## config.mk

```make
export PLATFORM = sky130hd
export DESIGN_NAME = vmem_console_ctrl
export DESIGN_NICKNAME = d
export VERILOG_FILES = /design/src/rtl/vmem_console_ctrl.sv
export SDC_FILE = /design/constraint.sdc
export NUM_CORES = 1
export LEC_CHECK = 0
export CORE_AREA = 2 2 99 101
export CTS_BUF_LIST = sky130_fd_sc_hd__clkbuf_16
export DETAILED_ROUTE_END_ITERATION = 16
export DIE_AREA = 0 0 101 103
export HOLD_SLACK_MARGIN = 0.1
export PLACE_DENSITY = 0.73
export RECOVER_POWER = 100
export SLEW_MARGIN = 5
export SYNTH_ARGS = -nofsm -noshare
export SYNTH_HDL_FRONTEND = slang
export SYNTH_SLANG_ARGS = --single-unit
```

## constraint.sdc

```tcl
create_clock -name clk -period 8.95 [get_ports clk]
set_clock_uncertainty 0.1 [all_clocks]
set_input_delay 2.2375 -clock clk [delete_from_list [all_inputs] [get_ports clk]]
set_output_delay 2.2375 -clock clk [all_outputs]
set_load 0.02 [all_outputs]
```

## src/rtl/vmem_console_ctrl.sv

```systemverilog
// Text-console write controller: buffers ASCII bytes, owns the cursor and is the sole writer of character memory.
// Define CONSOLE_CLR_LINE_EN to blank the destination row on every newline.
module vmem_console_ctrl #(
    parameter int COLS       = 70,
    parameter int ROWS       = 30,
    parameter int FIFO_DEPTH = 4
) (
    input  logic       clk,
    input  logic       reset,
    input  logic [7:0] key_in,
    input  logic       key_valid,
    output logic       key_ready,
    input  logic       clr_req,
    output logic       busy,
    output logic       mem_we,
    output logic [6:0] mem_x,
    output logic [4:0] mem_y,
    output logic [7:0] mem_wdata,
    output logic [6:0] cur_x,
    output logic [4:0] cur_y
);

    localparam int PW = (FIFO_DEPTH > 1) ? $clog2(FIFO_DEPTH) : 1;
    localparam int CW = $clog2(FIFO_DEPTH + 1);
    localparam logic [6:0]    X_LAST   = 7'(COLS - 1);
    localparam logic [4:0]    Y_LAST   = 5'(ROWS - 1);
    localparam logic [CW-1:0] FULL_CNT = CW'(FIFO_DEPTH);

`ifdef CONSOLE_CLR_LINE_EN
    typedef enum logic [1:0] {CLR_ALL, IDLE, CLR_LINE} state_t;
`else
    typedef enum logic {CLR_ALL, IDLE} state_t;
`endif

    state_t state, state_n;

    logic [7:0]    fifo_mem [FIFO_DEPTH];
    logic [PW-1:0] wr_ptr, rd_ptr;
    logic [CW-1:0] count, count_n;
    logic          push, pop, fifo_empty;

    logic [6:0] sweep_x, sx_n, cx_n, wx_n;
    logic [4:0] sweep_y, sy_n, cy_n, wy_n;
    logic [7:0] wd_n, pend_byte, pend_byte_n;
    logic       we_n, pend_valid, pend_valid_n, newline;

    assign push       = key_valid && key_ready;
    assign fifo_empty = (count == '0);
    assign count_n    = count + CW'(push) - CW'(pop);

    // NOTE: storage is not reset; only pointers and count define what is valid.
    always_ff @(posedge clk) begin
        if (push) fifo_mem[wr_ptr] <= key_in;
    end

    // A popped byte sits in pend_byte for one cycle before it is decoded.
    always_comb begin
        // NOTE: every signal written here is given a default first so no path infers a latch.
        state_n      = state;
        sx_n         = sweep_x;
        sy_n         = sweep_y;
        cx_n         = cur_x;
        cy_n         = cur_y;
        we_n         = 1'b0;
        wx_n         = mem_x;
        wy_n         = mem_y;
        wd_n         = mem_wdata;
        pend_valid_n = pend_valid;
        pend_byte_n  = pend_byte;
        pop          = 1'b0;
        newline      = 1'b0;

        case (state)
            CLR_ALL: begin
                we_n = 1'b1;
                wx_n = sweep_x;
                wy_n = sweep_y;
                wd_n = 8'h00;
                if (sweep_x == X_LAST) begin
                    sx_n = '0;
                    if (sweep_y == Y_LAST) begin
                        sy_n    = '0;
                        cx_n    = '0;
                        cy_n    = '0;
                        state_n = IDLE;
                    end else begin
                        sy_n = sweep_y + 5'd1;
                    end
                end else begin
                    sx_n = sweep_x + 7'd1;
                end
            end

`ifdef CONSOLE_CLR_LINE_EN
            CLR_LINE: begin
                // The cursor already sits on the row being blanked.
                we_n = 1'b1;
                wx_n = sweep_x;
                wy_n = cur_y;
                wd_n = 8'h00;
                if (sweep_x == X_LAST) begin
                    sx_n    = '0;
                    state_n = IDLE;
                end else begin
                    sx_n = sweep_x + 7'd1;
                end
            end
`endif

            IDLE: begin
                if (clr_req && !busy) begin
                    state_n = CLR_ALL;
                    sx_n    = '0;
                    sy_n    = '0;
                end else begin
                    if (pend_valid) begin
                        pend_valid_n = 1'b0;
                        if (pend_byte >= 8'h20 && pend_byte <= 8'h7E) begin
                            we_n = 1'b1;
                            wx_n = cur_x;
                            wy_n = cur_y;
                            wd_n = pend_byte;
                            if (cur_x == X_LAST) newline = 1'b1;
                            else                 cx_n    = cur_x + 7'd1;
                        end else if (pend_byte == 8'h0A || pend_byte == 8'h0D) begin
                            newline = 1'b1;
                        end else if (pend_byte == 8'h08) begin
                            if (cur_x != '0) begin
                                cx_n = cur_x - 7'd1;
                                we_n = 1'b1;
                                wx_n = cur_x - 7'd1;
                                wy_n = cur_y;
                                wd_n = 8'h00;
                            end else if (cur_y != '0) begin
                                cx_n = X_LAST;
                                cy_n = cur_y - 5'd1;
                                we_n = 1'b1;
                                wx_n = X_LAST;
                                wy_n = cur_y - 5'd1;
                                wd_n = 8'h00;
                            end
                        end
                    end

                    if (newline) begin
                        cx_n = '0;
                        cy_n = (cur_y == Y_LAST) ? 5'd0 : cur_y + 5'd1;
`ifdef CONSOLE_CLR_LINE_EN
                        state_n = CLR_LINE;
                        sx_n    = '0;
`endif
                    end

`ifdef CONSOLE_CLR_LINE_EN
                    pop = !fifo_empty && !clr_req && !newline;
`else
                    pop = !fifo_empty && !clr_req;
`endif
                    if (pop) begin
                        pend_valid_n = 1'b1;
                        pend_byte_n  = fifo_mem[rd_ptr];
                    end
                end
            end

            default: state_n = CLR_ALL;
        endcase
    end

    always_ff @(posedge clk) begin
        // NOTE: sequential state uses non-blocking assignments so every flop sees pre-edge values.
        if (reset) begin
            state      <= CLR_ALL;
            sweep_x    <= '0;
            sweep_y    <= '0;
            cur_x      <= '0;
            cur_y      <= '0;
            mem_we     <= 1'b0;
            mem_x      <= '0;
            mem_y      <= '0;
            mem_wdata  <= '0;
            busy       <= 1'b0;
            key_ready  <= 1'b0;
            wr_ptr     <= '0;
            rd_ptr     <= '0;
            count      <= '0;
            pend_valid <= 1'b0;
            pend_byte  <= '0;
        end else begin
            state      <= state_n;
            sweep_x    <= sx_n;
            sweep_y    <= sy_n;
            cur_x      <= cx_n;
            cur_y      <= cy_n;
            mem_we     <= we_n;
            mem_x      <= wx_n;
            mem_y      <= wy_n;
            mem_wdata  <= wd_n;
            // busy lines up with the sweep's write strobes.
            busy       <= (state != IDLE);
            key_ready  <= (count_n != FULL_CNT);
            count      <= count_n;
            pend_valid <= pend_valid_n;
            pend_byte  <= pend_byte_n;
            if (push) wr_ptr <= wr_ptr + PW'(1);
            if (pop)  rd_ptr <= rd_ptr + PW'(1);
        end
    end

endmodule

```

==> results.toml <==
[timing]
tightestPinTransition_ns = 2.49
min_period_ns = 5.80
hold_viol_final = 0
fin_tns_setup_ns = 0
slew_viol_final = 73
finalCritPeriodShare_pct = 64.8
setup-violations-final = 0
timing.slew.headroom_pct = -66.1
rsz0062_at_grt = "false"
max_freq_mhz = 172

[worst_setup_path]
arrival_ns = 5.83
crit_chain = "dlygate4sd3_1, nor3b_1, ha_1, inv_1, ha_1, fa_1, nor3_1, nor2_1"
r2r_end = "key_ready"
crit_path_end_kind = "flop"
slowest_delay_ns = 1.60
crit_start = "clr_req"
critPathRequiredTime_ns = 8.98
reg2reg_depth = 8
r2r_slack_ns = 5.20
worstPathMaxFanout = 12
start_kind = "input port"
path_common_cell = "ha_1"
slowest_stage = "nor3b_1"
timing.rr.start = "count[1]"
crit_type = "in -> reg"

[logic_synthesis]
synthAdderAreaFrac_pct = 4.90
yosysUniqueCellTypes = 62
synth-compound-area-share_pct = 15.3
ys_ff_latch = 96
syn_inst = 485
post_synth_mux_area_share_pct = 6.14
ys_async_sr_fraction_pct = 0
ys_seq_area_share_pct = 47.2
syn_nets = 515
syn_area_per_cell_sq_um = 9.80
synth_top_family_by_area = "simple AND/OR/NAND/NOR gates"
netlist_area_sq_mm = 0.00475
synth_ff_type = "dfxtp_1"
yosys.area_share.simple_pct = 20.3
yosysWarningCount = 0
synth_edf_count = 32
synth_xor_area_share_pct = 2.58

[drt]
routed_via_density = 5.96
wl_per_cell_um = 16.6
drtPass1Iterations = 5
vias = 3784
drc = 0
ant_nets = 0
drt_wl_total_mm = 10.6
drt_iter0_markers = 195

[floorplanning]
core_sq_mm = 0.00946
die_h_um = 103
start_util_pct = 50.2
die_w_um = 101
io_pins = 47
num_rows = 36
die_area_sq_mm = 0.0104

[final_layout]
ff_latch_area_sq_mm = 0.00224
antenna_cells = 0
syn2layout_area_growth_pct = 17.3
drive_gt1_share_pct = 7.68
final_cell_mix = "64 x dfxtp_1, 61 x nor2_1, 45 x dlygate4sd3_1"
layout.nets = 546
post-route-util_pct = 58.9
final_common_cell = "dfxtp_1"
multi_input_area_sq_mm = 0.00234
fillers = 828

[power_and_ir_drop]
irDropWorstVdd_v = 0.000147
p_leak_uw = 0.00203
power_per_cell_area_mw_per_mm2 = 162

[grt]
track_usage_pct = 20.9
grt_pass1_wl_mm = 17.3
overflow = 0
antenna_found_initial = 0
grt_start_max_net_pins = 60
grt_pass1_vias = 3642

[cts]
cts_sinks = 96
cts.reportedPaths.clkPinSlew_ns = 0.07
holdBufCountCts = 0
h-tree-depth = 3
cts_root_buf = "clkbuf_16"
cts_resized = 0
cts_tree = "built"
clk_latency_ns = 0.35
numCtsBuffers = 9
cts_buffer_depth = 2
postCtsSetupRepairBufs = 0

[worst_hold_path]
min_delay_path_depth = 2
hold_class = "reg -> reg"
hp-start = "mem_x[0]"
holdPathEnd = "mem_x[0]"

[flow_run]
maxCapViolations = 2

[status]
violations = "max-capacitance violations, max-slew violations"
status = "finished, violations left"

[placed_design]
portBuffers = 46
gp_congestion = 0.926
dpl.hpwl_mm = 7.36
==> cells by family (layout without fill, tap and decap cells) <==
logic type,after synthesis,after routing
xor+xnor,14,14
simple gates,193,193
buf+inv,45,81
mux,19,19
flops,96,96
fa+ha+maj,18,18
compound gates,100,100
==> synth_stat cells, types with 9 or more instances <==
master | count | area [sq um]
nor3_1 | 14 | 70.1
mux2i_1 | 10 | 100
a21oi_1 | 22 | 110
o21ai_0 | 18 | 90.1
nand2_1 | 34 | 128
inv_1 | 16 | 60.1
nand3_1 | 23 | 115
dfxtp_1 | 64 | 1280
and3_1 | 11 | 68.8
ha_1 | 17 | 213
clkbuf_1 | 21 | 78.8
nand2b_1 | 12 | 75.1
nor2b_1 | 9 | 56.3
edfxtp_1 | 32 | 961
nor2_1 | 61 | 229
==> area by class of cell <==
cell class                 count  share of cell area (%)
clock inverter                 7                    1.59
multi-input combinational    344                    42.0
timing repair buffer          49                    8.51
tap                          114                    2.56
sequential                    96                    40.3
clock buffer                   9                    4.04
inverter                      16                    1.08
==> stage by stage <==
stage	total power, uW	hold slack [ns]	worst slack, ns	cells	instance area, sq um
2_1_floorplan	499	0.357	4.57	485	4750
3_3_place_gp	515	0.382	3.89	619	5270
6_report	900	0.395	3.15	635	5570
5_1_grt	929	0.433	2.91	635	5570
3_5_place_dp	518	0.383	3.77	619	5270
4_1_cts	909	0.397	4.09	635	5580
==> flip-flops by register name, summed over array words and instances (netlist names) <==
signal and cells:
busy 1, count 3, state 1, rd_ptr 2, cur_x 7, mem_wdata 8
pend_byte 8, mem_y 5, pend_valid 1, mem_x 7, fifo_mem 32, wr_ptr 2
sweep_y 5, key_ready 1, cur_y 5, sweep_x 7, mem_we 1
==> critical path: cells and delay by family <==
family,cells,cell delay (ns)
fa+ha+maj,3,1.08
simple gates,3,1.88
buf+inv,2,0.64
==> layer usage <==
metal / vias to the layer above / share of wire (%) / routed length [um] / GRT usage, %
met5: - / 0 / 0 / 0
met4: 0 / 1.7 / 180 / 7.48
met3: 18 / 3.9 / 416 / 2.92
met2: 100 / 51 / 5340 / 36.6
met1: 1812 / 44 / 4620 / 26.6
li1: 1854 / - / - / -
==> worst max-delay path by stage <==
stage          cells past startpoint         to  slack [ns]
6_report                           8  key_ready        3.15
2_1_floorplan                      8  key_ready        4.57
4_1_cts                            8  key_ready        4.09
3_5_place_dp                       8  key_ready        3.77
5_1_grt                            8  key_ready        2.91
3_3_place_gp                       8  key_ready        3.89
==> power breakdown <==
group	switching (uW)	internal (uW)
combinational	22.1	17.5
sequential	6.09	460
clock	192	203
Note: power is estimated with default switching activity, not from simulation.
